==> src/rtl/rr_arbiter_4.sv <==
// rr_arbiter_4: round-robin arbiter sharing one resource among four requesters.
// One requester is granted at a time. The grant is held until that requester
// drops its request or, when MAX_HOLD is nonzero, until MAX_HOLD cycles have
// elapsed. At least one idle cycle always separates consecutive grants.
//
// Ports
//   clk      in   rising-edge clock
//   rst_n    in   asynchronous active-low reset
//   req      in   [3:0] request per requester, held high while using the resource
//   gnt      out  [3:0] one-hot grant, 4'b0000 when idle
//   gnt_idx  out  [1:0] index of the current or last winner
//   busy     out  high while a grant is active
//   timeout  out  one-cycle pulse when a grant is revoked by MAX_HOLD
//
// state  | meaning
// -------+-----------------------------------------------------------
// IDLE   | no grant; arbitrate among req on the next edge
// GRANT  | gnt_idx owns the resource; hold_cnt counts cycles held
module rr_arbiter_4 #(
   parameter int MAX_HOLD = 16,
   parameter int HOLD_W   = 8
) (
   input  logic       clk,
   input  logic       rst_n,
   input  logic [3:0] req,
   output logic [3:0] gnt,
   output logic [1:0] gnt_idx,
   output logic       busy,
   output logic       timeout
);

   typedef enum logic {
      ST_IDLE  = 1'b0,
      ST_GRANT = 1'b1
   } state_t;

   localparam logic [HOLD_W-1:0] HOLD_LAST = HOLD_W'(MAX_HOLD - 1);
   localparam logic [HOLD_W-1:0] HOLD_SAT  = '1;
   localparam logic [HOLD_W-1:0] HOLD_ONE  = {{(HOLD_W-1){1'b0}}, 1'b1};

   state_t            state_q, state_d;
   logic [1:0]        gnt_idx_q, gnt_idx_d;
   logic [1:0]        last_q, last_d;
   logic [HOLD_W-1:0] hold_cnt_q, hold_cnt_d;
   logic              timeout_q, timeout_d;
   logic [1:0]        winner;

   function automatic logic [3:0] dec_2to4(input logic [1:0] idx);
      dec_2to4 = 4'b0001 << idx;
   endfunction

   // Search order last+1, last+2, last+3, last. Walking the offsets from the
   // farthest to the nearest lets the nearest set bit overwrite the result.
   function automatic logic [1:0] rr_pick(input logic [3:0] r, input logic [1:0] last);
      logic [1:0] cand;
      rr_pick = last;
      for (int i = 4; i >= 1; i--) begin
         cand = last + 2'(i);
         if (r[cand]) rr_pick = cand;
      end
   endfunction

   always_comb begin
      state_d    = state_q;
      gnt_idx_d  = gnt_idx_q;
      last_d     = last_q;
      hold_cnt_d = hold_cnt_q;
      timeout_d  = 1'b0;
      winner     = rr_pick(req, last_q);
      case (state_q)
         ST_IDLE: begin
            if (|req) begin
               gnt_idx_d  = winner;
               last_d     = winner;
               hold_cnt_d = '0;
               state_d    = ST_GRANT;
            end
         end
         ST_GRANT: begin
            // Release is checked first so it masks a coincident timeout.
            if (!req[gnt_idx_q]) begin
               state_d = ST_IDLE;
            end else if ((MAX_HOLD != 0) && (hold_cnt_q == HOLD_LAST)) begin
               state_d   = ST_IDLE;
               timeout_d = 1'b1;
            end else if (hold_cnt_q != HOLD_SAT) begin
               hold_cnt_d = hold_cnt_q + HOLD_ONE;
            end
         end
         default: state_d = ST_IDLE;
      endcase
   end

   always_ff @(posedge clk or negedge rst_n) begin
      if (!rst_n) begin
         state_q    <= ST_IDLE;
         gnt_idx_q  <= 2'd0;
         last_q     <= 2'd3;
         hold_cnt_q <= '0;
         timeout_q  <= 1'b0;
      end else begin
         state_q    <= state_d;
         gnt_idx_q  <= gnt_idx_d;
         last_q     <= last_d;
         hold_cnt_q <= hold_cnt_d;
         timeout_q  <= timeout_d;
      end
   end

   assign busy    = (state_q == ST_GRANT);
   assign gnt     = busy ? dec_2to4(gnt_idx_q) : 4'b0000;
   assign gnt_idx = gnt_idx_q;
   assign timeout = timeout_q;

endmodule

==> config.mk <==
export PLATFORM = sky130hd
export DESIGN_NAME = rr_arbiter_4
export DESIGN_NICKNAME = d
export VERILOG_FILES = /design/src/rtl/rr_arbiter_4.sv
export SDC_FILE = /design/constraint.sdc
export NUM_CORES = 1
export LEC_CHECK = 0
export CORE_MARGIN = 1
export CORE_UTILIZATION = 40
export DETAILED_ROUTE_END_ITERATION = 8
export DONT_BUFFER_PORTS = 1
export PLACE_DENSITY_LB_ADDON = 0.2
export SLEW_MARGIN = 20
export SYNTH_ARGS = -nofsm -noshare
export SYNTH_HDL_FRONTEND = slang
export SYNTH_SLANG_ARGS = --single-unit
==> constraint.sdc <==
create_clock -name clk -period 4.76 [get_ports clk]
set_input_delay 0.476 -clock clk [delete_from_list [all_inputs] [get_ports clk]]
set_output_delay 0.476 -clock clk [all_outputs]
set_load 0.02 [all_outputs]
After elaboration in Yosys (flattened, before gate mapping)
Index checks and enable logic that the tools add are counted.
Cells by class
  reduce and logical (&&, ||, !) cells: 3
  equality and inequality tests: 6
  muxes and demuxes: 24
  bitwise operators: 1
  order comparisons: 4
  add/subtract/negate cells: 4
  shifts and indexed selects: 1
Operators by type and width (number)
  8-bit two-way mux: 4
  8-bit one-hot mux with 2 select lines: 1
  2-bit by 3-bit less-than comparator with 1-bit output (second input constant): 4
  1-bit two-way mux: 10
  8-bit by 1-bit adder with 8-bit output (second input constant): 1
  1-bit binary-select mux with 2-bit select: 4
  8-bit by 4-bit equality test with 1-bit output (second input constant): 1
  8-bit != test (second input constant): 1
  2-bit two-way mux: 3
  2-bit adder (second input constant): 2
  4-bit two-way mux: 1
  2-bit by 1-bit != test with 1-bit output (second input constant): 2
  2-bit != test (second input constant): 2
  4-bit AND reduction: 1
  4-bit OR reduction: 1
  1-bit by 2-bit left shift with 4-bit output (first input constant): 1
  2-bit by 1-bit adder with 2-bit output (second input constant): 1
  1-bit one-hot mux with 2 select lines: 1
  2-bit AND reduction: 1
  1-bit NOT: 1
Storage, ports and cells
  flip-flop bits (word level): 14

Logic depth before layout (Yosys ltp)
Gate-level depths: netlist (run 1).
  depth after elaboration: 6
  depth in mapped cells: 5
  mapped depth without buffers: 5

Worst setup path after synthesis (run 1)
OpenSTA, ideal clock, no wires.
  path type: register to register
  start point: reg state_q, in the netlist busy
  end point: reg hold_cnt_q[4]
  data required time: 4620 ps
  cell stages (with the launch flop): 5
  slack: 3097 ps
  path buffers: 0
  data arrival time: 1523 ps
  cell sequence: dfrtp_1 -> or2b_2 -> o22a_2 -> o311ai_0 -> o41ai_1
On the way
  cells in the longest elaborated chain, start to end: 3
  elaborated cells between the ends (all ways): 7
RTL lines
  from (decl): RTL line 41  | state_t state_q, state_d;
  from (signal assigned): RTL line 102  | state_q <= state_d;
  1-bit NOT (no source line)
  2-bit != test (no source line)
  4-bit AND reduction (no source line)
  to (signal assigned): RTL line 105  | hold_cnt_q <= hold_cnt_d;
  to (decl): RTL line 44  | logic [HOLD_W-1:0] hold_cnt_q, hold_cnt_d;
Several ways; a longest one is shown, not always the timed one.
A chain may end at the register's enable or synchronous reset.

Final worst setup path (run 1)
  start point: reg state_q, in the netlist busy
  end point: out gnt[0]
On the way
  cells in the longest elaborated chain, start to end: 1
RTL lines
  4-bit two-way mux: RTL line 111  | assign gnt = busy ? dec_2to4(gnt_idx_q) : 4'b0000;
  to (decl): RTL line 26  | output logic [3:0] gnt,
No other way between the ends.

==> results of run 1 <==
==> power by group <==
| group | total, uW | internal, uW | switching, uW |
|---|---|---|---|
| Clock | 82.9 | 46.5 | 36.4 |
| Sequential | 225 | 156 | 69.1 |
| Combinational | 204 | 82.8 | 122 |
==> flip-flops by register name, indices dropped and copies added (netlist names) <==
signal / cells
last_q: 2
busy: 1
timeout: 1
hold_cnt_q: 8
gnt_idx: 2
==> cells by family (layout without fill, tap and decap cells) <==
kind of cell | Yosys count | after routing | share of synthesized area
mux | 4 | 4 | 0.0434
buf+inv | 7 | 6 | 0.0325
compound gates | 27 | 27 | 0.236
flops | 14 | 14 | 0.382
xor+xnor | 1 | 1 | 0.00949
fa+ha+maj | 1 | 1 | 0.0135
simple gates | 47 | 47 | 0.283
==> worst min-delay path by stage <==
stage,start,endpoint,slack (ps),cells after the start
finish,rst_n,last_q[0]$_DFFE_PN1P_,30,0
floorplan,rst_n,busy$_DFF_PN0_,180,0
global placement,rst_n,gnt_idx[1]$_DFFE_PN0P_,180,0
global route,rst_n,last_q[0]$_DFFE_PN1P_,20,0
detailed placement,rst_n,gnt_idx[1]$_DFFE_PN0P_,180,0
CTS,rst_n,last_q[0]$_DFFE_PN1P_,20,0
==> per-layer routing <==
| layer | up-vias | GRT usage | wire (um) |
|---|---|---|---|
| met5 | - | 0 | 0 |
| met4 | 0 | 0.0429 | 12 |
| met3 | 2 | 0.0617 | 76 |
| met2 | 15 | 0.264 | 841 |
| met1 | 334 | 0.244 | 959 |
| li1 | 375 | - | - |
==> cell usage after synthesis (all sizes together) (2+ instances only) <==
master	number
dfstp	2
and3	3
buf	3
or4	2
nand2b	7
or2b	2
a21oi	7
clkbuf	3
nand3	4
a211oi	2
nand2	13
o21ai	6
nor3	3
nor2	6
dfrtp	12
mux2i	4
o211ai	2
==> cell type report <==
class	instances	area [um2]	area share
Clock buffer	4	36.3	0.0371
Timing Repair Buffer	1	10.0	0.0102
Multi-Input combinational cell	80	541	0.552
Inverter	1	3.75	0.00384
Sequential cell	14	353	0.361
Tap cell	28	35.0	0.0358
==> stage by stage <==
step / utilization / power, uW / instance area [um2] / hold WS [ps] / std cells
2_1_floorplan: - / 395 / 923 / 180 / 101
4_1_cts: 0.447 / 519 / 978 / 24.2 / 128
6_report: 0.447 / 513 / 978 / 34.2 / 128
3_5_place_dp: 0.425 / 431 / 932 / 181 / 123
5_1_grt: 0.447 / 559 / 978 / 17.4 / 128
3_3_place_gp: 0.425 / 427 / 932 / 181 / 123
==> metrics.md, run 1 <==
| Metric | Value |
|---|---|
| DRC viols | `0` |
| Top-area cell type share of the netlist area | `0.325` |
| Post-Syn Instances | `101` |
| Cell Pwr Density | `524 nW/um2` |
| Vias | `roughly 730` |
| Most frequent cells in the layout | `13 x nand2_1, 12 x dfrtp_1, 7 x nand2b_1, 7 x a21oi_1, 6 x nor2_1` |
| Main synth FF type | `dfrtp_1` |
| Asr flop ratio synth | `1.00` |
| Vias in the first global route | `731` |
| Slowest CP cell | `dfrtp_1` |
| Crit share post-route | `0.425` |
| Die height | `50.0 um` |
| Overflow after GRT | `0` |
| FF-to-FF setup slack | `2930 ps` |
| CP top delay family | `simple AND/OR/NAND/NOR gates` |
| Setup crit end kind | `output pin` |
| Post-DP HPWL | `1400 um` |
| Antenna-violating nets left | `0` |
| Starting Density | `0.421` |
| Setup TNS | `0 ps` |
| Core ar. | `2190 um2` |
| Port Buffers | `0` |
| Final setup margin | `2740 ps` |
| Worst endpoint data arrival time | `1550 ps` |
| Worst reg2reg path startpoint | `busy$_DFF_PN0_` |
| Post-synthesis cell area | `923 um2` |
| Fin nets | `108` |
| Final setup skew | `4.11 ps` |
| Clock tree buffer depth | `2` |
| CP Cell Sequence | `or2b_2, nor2_1` |
| Commonest non-fill, non-tap cell in the layout | `nand2_1` |
| CTS H-Tree Depth | `1` |
| CTS Buf Count | `3` |
| Fmax | `just under 500 MHz` |
| Initial antenna violation count | `0` |
| Dpl ws | `2980 ps` |
| R2R depth | `4` |
| Row count | `17` |
| Post-synth EDFFs | `0` |
| Largest net degree at the start of global routing | `13` |
| Final wirelength | `1890 um` |
| Crit start category | `flip-flop` |
| Critical path depth | `2` |
| Routability Congestion | `0.842` |
| Final number of hold-violating endpoints | `0` |
| Final Setup Violations | `0` |
| HP Class | `in -> async` |
| Synth warnings | `0` |
| WP buf/inv | `0` |
| First-pass detailed-route iteration total | `4` |
| Worst setup path start | `busy$_DFF_PN0_` |
| Cts repair resizes | `0` |
| Chip width | `50.0 um` |
| VDD IR-drop max | `368 uV` |
| ANT cells | `0` |
| Worst-path clk slew | `80 ps` |
| Largest area contributor in the synthesized netlist | `dfrtp_1` |
| Run status | `completed` |
| Layout cell share with drive strength beyond 1 | `0.140` |
| CTS hold repair buffers | `1` |
| Min Clock Period, post-route | `2020 ps` |
| Mapped Avg Cell Area | `9.14 um2` |
| CP Class | `reg -> out` |
| Critical Path RT | `around 4300 ps` |
| Unrepaired setup endpoints after global routing | `false` |
| Fillers | `220` |
| Syn nets | `108` |
| Avg Vias per Cell | `between 5 and 6` |
| First-iteration detailed-routing DRC count | `33` |
| Area grow syn2layout | `5.96%` |
| Distinct cells, synth | `43` |
| Max-cap violations | `0` |
| Pleak | `0.000398 uW` |
| Crit path largest cell delay | `580 ps` |
| FF-to-FF End | `hold_cnt_q[4]$_DFFE_PN0P_` |
| IO Pins | `14` |
| Final Max Tran Viols | `0` |
| CP max FO | `9` |
| Die area | `~2500 um2` |
| Clk_lat worst skew | `approximately 280 ps` |
| First-pass GRT wire length | `approximately 3400 um` |
| Total GRT Usage | `0.178` |
| Sequential element share of the synthesized area | `0.382` |
| Avg WL per Cell | `14.8 um` |
| TritonCTS Sinks | `14` |
| Synth area leaders | `dfrtp_1 33%, dfstp_2 5.7%, nand2_1 5.3%` |
| Post-CTS setup buffers | `0` |
| Slew headroom | `0.611` |
| Seq cells post-synth | `14` |
| CTS tree | `yes` |
| Worst-Margin Slew | `around 580 ps` |
| Clock Root Buffer | `clkbuf_4` |
| Crit path capture | `gnt[0]` |
No activity file was read; power rests on OpenSTA's default activity.
==> inputs of run 2 (changes only) <==
==> constraint.sdc (replaced) <==
create_clock -name clk -period 2 [get_ports clk]
set_input_delay 0.2 -clock clk [delete_from_list [all_inputs] [get_ports clk]]
set_output_delay 0.2 -clock clk [all_outputs]
set_load 0.02 [all_outputs]
==> run 2 against run 1 <==
Design area increased by 2.3%. Sequential share of layout area down 0.81 points. Worst setup slack lost 2400 ps. First-iteration DRC count decreased by 67%. Final cell count up 2.3%. Die area is the same. Non-clock buffer count is 3 higher. Core utilization grew 1.0 points. Count of clock-buffer cells in the layout stayed put. Register-to-register slack worse by 2600 ps.
==> metrics.md, run 2 (synthesis gave the netlist of run 1 again) <==
| Metric | Value |
|---|---|
| Run status | `completed` |
| Max-cap violations | `0` |
| Port Buffers | `0` |
| Fin nets | `between 100 and 150` |
| Crit path largest cell delay | `490 ps` |
| CP Cell Sequence | `or2b_2, o22a_2, o311ai_0, o41ai_1` |
| Overflow after GRT | `0` |
| Post-CTS setup buffers | `0` |
| Critical Path RT | `2160 ps` |
| Final number of hold-violating endpoints | `0` |
| Biggest register | `hold_cnt_q` |
| Die area | `roughly 2500 um2` |
| HP Class | `in -> reg` |
| Finished Layout Cells | `roughly 130` |
| CTS H-Tree Depth | `1` |
| VDD IR-drop max | `745 uV` |
| Slew headroom | `0.575` |
| Worst-path clk slew | `about 80 ps` |
| Most frequent cells in the layout | `13 x nand2_1, 12 x dfrtp_1, 7 x nand2b_1, 7 x a21oi_1, 6 x nor2_1` |
| Avg WL per Cell | `around 14 um` |
| Final Max Tran Viols | `0` |
| Fillers | `approximately 210` |
| Clock tree buffer depth | `2` |
| Final setup margin | `about 290 ps` |
| Total GRT Usage | `0.169` |
| Cell Pwr Density | `1280 nW/um2` |
| Largest net degree at the start of global routing | `15` |
| Fmax | `584 MHz` |
| Storage element area | `353 um2` |
| Crit start category | `flip-flop` |
| Dpl ws | `around 320 ps` |
| Placed cells | `126` |
| Routability Congestion | `just under 0.8` |
| CTS Buf Count | `3` |
| First-iteration detailed-routing DRC count | `11` |
| First-pass detailed-route iteration total | `4` |
| Largest register FFs | `8` |
| DRC viols | `0` |
| ANT cells | `0` |
| Avg Vias per Cell | `5.85` |
| TritonCTS Sinks | `14` |
| IO Pins | `14` |
| Vias | `766` |
| Worst-Margin Slew | `635 ps` |
| CTS tree | `yes` |
| Min Clock Period, post-route | `around 1700 ps` |
| Power, Total | `1280 uW` |
| Core ar. | `2190 um2` |
| Cts repair resizes | `0` |
| Setup crit end kind | `flip-flop` |
| Area grow syn2layout | `8.40%` |
| Worst endpoint data arrival time | `1870 ps` |
| Initial antenna violation count | `0` |
| Antenna-violating nets left | `0` |
| Crit share post-route | `0.857` |
| Final setup skew | `0.666 ps` |
| Slowest CP cell | `dfrtp_1` |
| Final Cell Area | `1000 um2` |
| Final Setup Violations | `0` |
| Clk_lat worst skew | `280 ps` |
| Area after DPL | `955 um2` |
| Die height | `between 50 and 60 um` |
| Row count | `17` |
| CP max FO | `8` |
| Clock Root Buffer | `clkbuf_4` |
| Final wirelength | `approximately 1900 um` |
| Post-DP HPWL | `1360 um` |
| Vias in the first global route | `between 700 and 800` |
| Starting Density | `0.421` |
| CP Class | `reg -> reg` |
| Layout cell share with drive strength beyond 1 | `0.165` |
| Multi-input logic area | `541 um2` |
| Chip width | `50.0 um` |
| Unrepaired setup endpoints after global routing | `false` |
| Commonest non-fill, non-tap cell in the layout | `nand2_1` |
| Pleak | `0.000413 uW` |
| First-pass GRT wire length | `3260 um` |
| Setup TNS | `0 ps` |
[run 2: final cells by class]
type	instances	share of cell area
timing repair buffer	4	0.0325
tap	28	0.0350
inverter	1	0.00375
sequential	14	0.352
clock buffer	4	0.0363
multi-input combinational	80	0.540
[run 2: critical path: cells and delay by family (launching register included)]
kind               cells  cell delay (ps)
AOI/OAI and AO/OA      3              750
DFF                    1              490
and+or+nand+nor        1              350
[run 2: layer usage]
| metal | GRT usage | up-vias | part of all wire |
|---|---|---|---|
| met2 | 0.249 | 16 | 0.47 |
| met1 | 0.240 | 371 | 0.49 |
| met5 | 0 | - | 0 |
| li1 | - | 379 | - |
| met4 | 0.0381 | 0 | 0 |
| met3 | 0.0494 | 0 | 0.043 |
[run 2: final timing paths]
check	startpoint	end	slack, ps	depth (start not counted)
min reg2reg	last_q[1]$_DFFE_PN1P_	last_q[1]$_DFFE_PN1P_	530	2
max	gnt_idx[0]$_DFFE_PN0P_	hold_cnt_q[4]$_DFFE_PN0P_	290	4
max in group asynchronous	rst_n	hold_cnt_q[6]$_DFFE_PN0P_	1220	1
min	req[0]	last_q[1]$_DFFE_PN1P_	190	4
max reg2reg	gnt_idx[0]$_DFFE_PN0P_	hold_cnt_q[4]$_DFFE_PN0P_	290	4
min in group asynchronous	rst_n	gnt_idx[1]$_DFFE_PN0P_	370	1
[run 2: where the power goes]
part	switching, uW	internal, uW	leakage (uW)
clock network	95.1	111	0.0000210
registers	132	373	0.000180
logic	329	237	0.000212
[run 2: through the flow]
| stage | hold WS, ps | util |
|---|---|---|
| 6_report | 195 | 0.457 |
| 2_1_floorplan | -95.6 | - |
| 5_1_grt | 225 | 0.457 |
| 4_1_cts | 194 | 0.457 |
| 3_5_place_dp | -95.2 | 0.436 |
| 3_3_place_gp | -95.2 | 0.436 |
[run 2: what timing repair did]
item | in CTS | in global routing
setup endpoints to repair | 0 | 0
hold endpoints to repair | 14 | 0
hold buffers | 1 | 0
==> inputs of run 3 (changes only) <==
--- a/config.mk
+++ b/config.mk
@@ -6,7 +6,8 @@
 export NUM_CORES = 1
 export LEC_CHECK = 0
 export CORE_MARGIN = 1
-export CORE_UTILIZATION = 40
+export CORE_UTILIZATION = 55
+export CTS_CLUSTER_DIAMETER = 200
 export DETAILED_ROUTE_END_ITERATION = 8
 export DONT_BUFFER_PORTS = 1
 export PLACE_DENSITY_LB_ADDON = 0.2
==> run 3 against run 2 <==
Worst setup slack worse by 43 ps. Critical path depth is the same. Register-to-register slack worse by 40 ps. Total power is 3.9% lower. Die area shrank 26%. Count of clock-buffer cells in the layout unchanged. Core utilization up 17 points. Sequential share of layout area up 1.2 points. Largest cell class unchanged. Largest power group unchanged. Highest routed layer is now met4.
==> metrics.md, run 3 (synthesis gave the netlist of run 1 again) <==
| Metric | Value |
|---|---|
| Run status | `completed` |
| Slew headroom | `0.579` |
| First-pass GRT wire length | `3170 um` |
| Layout cell share with drive strength beyond 1 | `0.147` |
| Core ar. | `1540 um2` |
| Logic pwr share | `0.456` |
| Crit share post-route | `0.879` |
| Cell Pwr Density | `about 1300 nW/um2` |
| CTS H-Tree Depth | `1` |
| Vias in the first global route | `696` |
| Hold WS | `between 200 and 250 ps` |
| Setup crit end kind | `flip-flop` |
| Largest register FFs | `8` |
| Final Max Tran Viols | `0` |
| Row count | `14` |
| Avg Vias per Cell | `~6.7` |
| Area grow syn2layout | `4.88%` |
| Met2 WL | `874 um` |
| Commonest non-fill, non-tap cell in the layout | `nand2_1` |
| Clock Root Buffer | `clkbuf_4` |
| TritonCTS Sinks | `14` |
| Largest net degree at the start of global routing | `15` |
| Routability Congestion | `0.803` |
| Clk_lat worst skew | `about 280 ps` |
| Biggest register | `hold_cnt_q` |
| Port Buffers | `0` |
| Met3 wire length | `86 um` |
| Met1 wire length | `926 um` |
| HP Class | `in -> reg` |
| Avg WL per Cell | `16.1 um` |
| Final setup skew | `6.89 ps` |
| Switching share of power | `0.453` |
| Dpl ws | `about 240 ps` |
| Min Clock Period, post-route | `1760 ps` |
| Storage element area | `353 um2` |
| Most frequent cells in the layout | `13 x nand2_1, 12 x dfrtp_1, 7 x nand2b_1, 7 x a21oi_1, 6 x nor2_1` |
| WP buf/inv | `0` |
| Initial antenna violation count | `0` |
| Final wirelength | `roughly 1900 um` |
| CP Cell Sequence | `or2b_2, o22a_2, o311ai_0, o41ai_1` |
| Reg power frac | `0.408` |
| Internal power | `672 uW` |
| IO Pins | `14` |
| VDD IR-drop max | `907 uV` |
| Max-cap violations | `0` |
| Setup TNS | `0 ps` |
| ANT cells | `0` |
| First-iteration detailed-routing DRC count | `19` |
| Antenna-violating nets left | `0` |
| Starting Density | `0.599` |
| Unrepaired setup endpoints after global routing | `false` |
| Die height | `43.0 um` |
| Critical Path RT | `2150 ps` |
| CP top delay family | `compound AO/OA/AOI/OAI gates` |
| Fmax | `569 MHz` |
| Overflow after GRT | `0` |
| Crit start category | `flip-flop` |
| Fin nets | `110` |
| First-pass detailed-route iteration total | `4` |
| Final number of hold-violating endpoints | `0` |
| DRC viols | `0` |
| Pleak | `0.000402 uW` |
| Worst endpoint data arrival time | `1900 ps` |
| Multi-input logic area | `541 um2` |
| Vias | `785` |
| Cts repair resizes | `0` |
| Final Setup Violations | `0` |
| Slowest CP cell | `dfrtp_1` |
| Worst-Margin Slew | `approximately 630 ps` |
| Final setup margin | `243 ps` |
| Crit path largest cell delay | `490 ps` |
| NetSw | `556 uW` |
| Die area | `1850 um2` |
| CTS tree | `yes` |
| Chip width | `43.0 um` |
| Worst-path clk slew | `80 ps` |
| CP max FO | `8` |
| Total GRT Usage | `0.232` |
| Clk pwr share | `0.135` |
| Top Layer Used | `met4` |
| CTS Buf Count | `3` |
| CP Class | `reg -> reg` |
| Fillers | `136` |
| Post-DP HPWL | `1350 um` |
| Clock tree buffer depth | `2` |
run 3: cell types whose count changed in the layout (fill, tap and decap cells not counted):
| cell | before | now |
|---|---|---|
| buf_4 | 3 | 2 |
| clkbuf_1 | 0 | 1 |
| clkbuf_8 | 1 | 0 |
run 3: timing repair:
item | 4_1_cts | 5_1_grt
hold endpoints to repair | 14 | 0
buffers inserted | 0 | 0
hold buffers | 1 | 0
run 3: final cells by class:
class | instances | area share
multi-input cells | 80 | 0.558
repair buffers | 3 | 0.0258
well taps | 16 | 0.0207
clock buffers | 4 | 0.0271
flip-flops and latches | 14 | 0.364
inverters | 1 | 0.00388
run 3: routing by layer:
metal / global-route usage / vias to the layer above
li1: - / 378
met1: 0.324 / 385
met2: 0.345 / 20
met3: 0.0681 / 2
met4: 0.0727 / 0
met5: 0 / -
run 3: worst paths after layout:
| path | start | to | slack (ps) | cells past startpoint |
|---|---|---|---|---|
| hold reg to reg | last_q[1]$_DFFE_PN1P_ | last_q[1]$_DFFE_PN1P_ | 540 | 2 |
| hold / removal | req[0] | last_q[1]$_DFFE_PN1P_ | 210 | 4 |
| setup reg to reg | gnt_idx[0]$_DFFE_PN0P_ | hold_cnt_q[4]$_DFFE_PN0P_ | 240 | 4 |
| setup / recovery | gnt_idx[0]$_DFFE_PN0P_ | hold_cnt_q[4]$_DFFE_PN0P_ | 240 | 4 |
| max in group asynchronous | rst_n | hold_cnt_q[7]$_DFFE_PN0P_ | 1220 | 1 |
| min in group asynchronous | rst_n | hold_cnt_q[6]$_DFFE_PN0P_ | 370 | 1 |
run 3: per-stage QoR:
step / area (um2) / util / instances / total power (uW)
2_1_floorplan: 923 / - / 101 / 940
3_3_place_gp: 932 / 0.605 / 113 / 1030
3_5_place_dp: 932 / 0.605 / 113 / 1060
4_1_cts: 968 / 0.628 / 118 / 1230
5_1_grt: 968 / 0.628 / 118 / 1320
6_report: 968 / 0.628 / 118 / 1230
run 3: power groups by stage:
stage          clock [uW]  combinational [uW]  sequential [uW]
2_1_floorplan           0                 483              457
3_3_place_gp            0                 538              496
3_5_place_dp            0                 555              503
4_1_cts               170                 563              497
5_1_grt               180                 625              514
6_report              166                 560              501
run 3: tightest hold or removal path: stages:
cell and delay, ps:
nand3_1 50, o21ai_0 70, or4_1 120, nand2_1 50
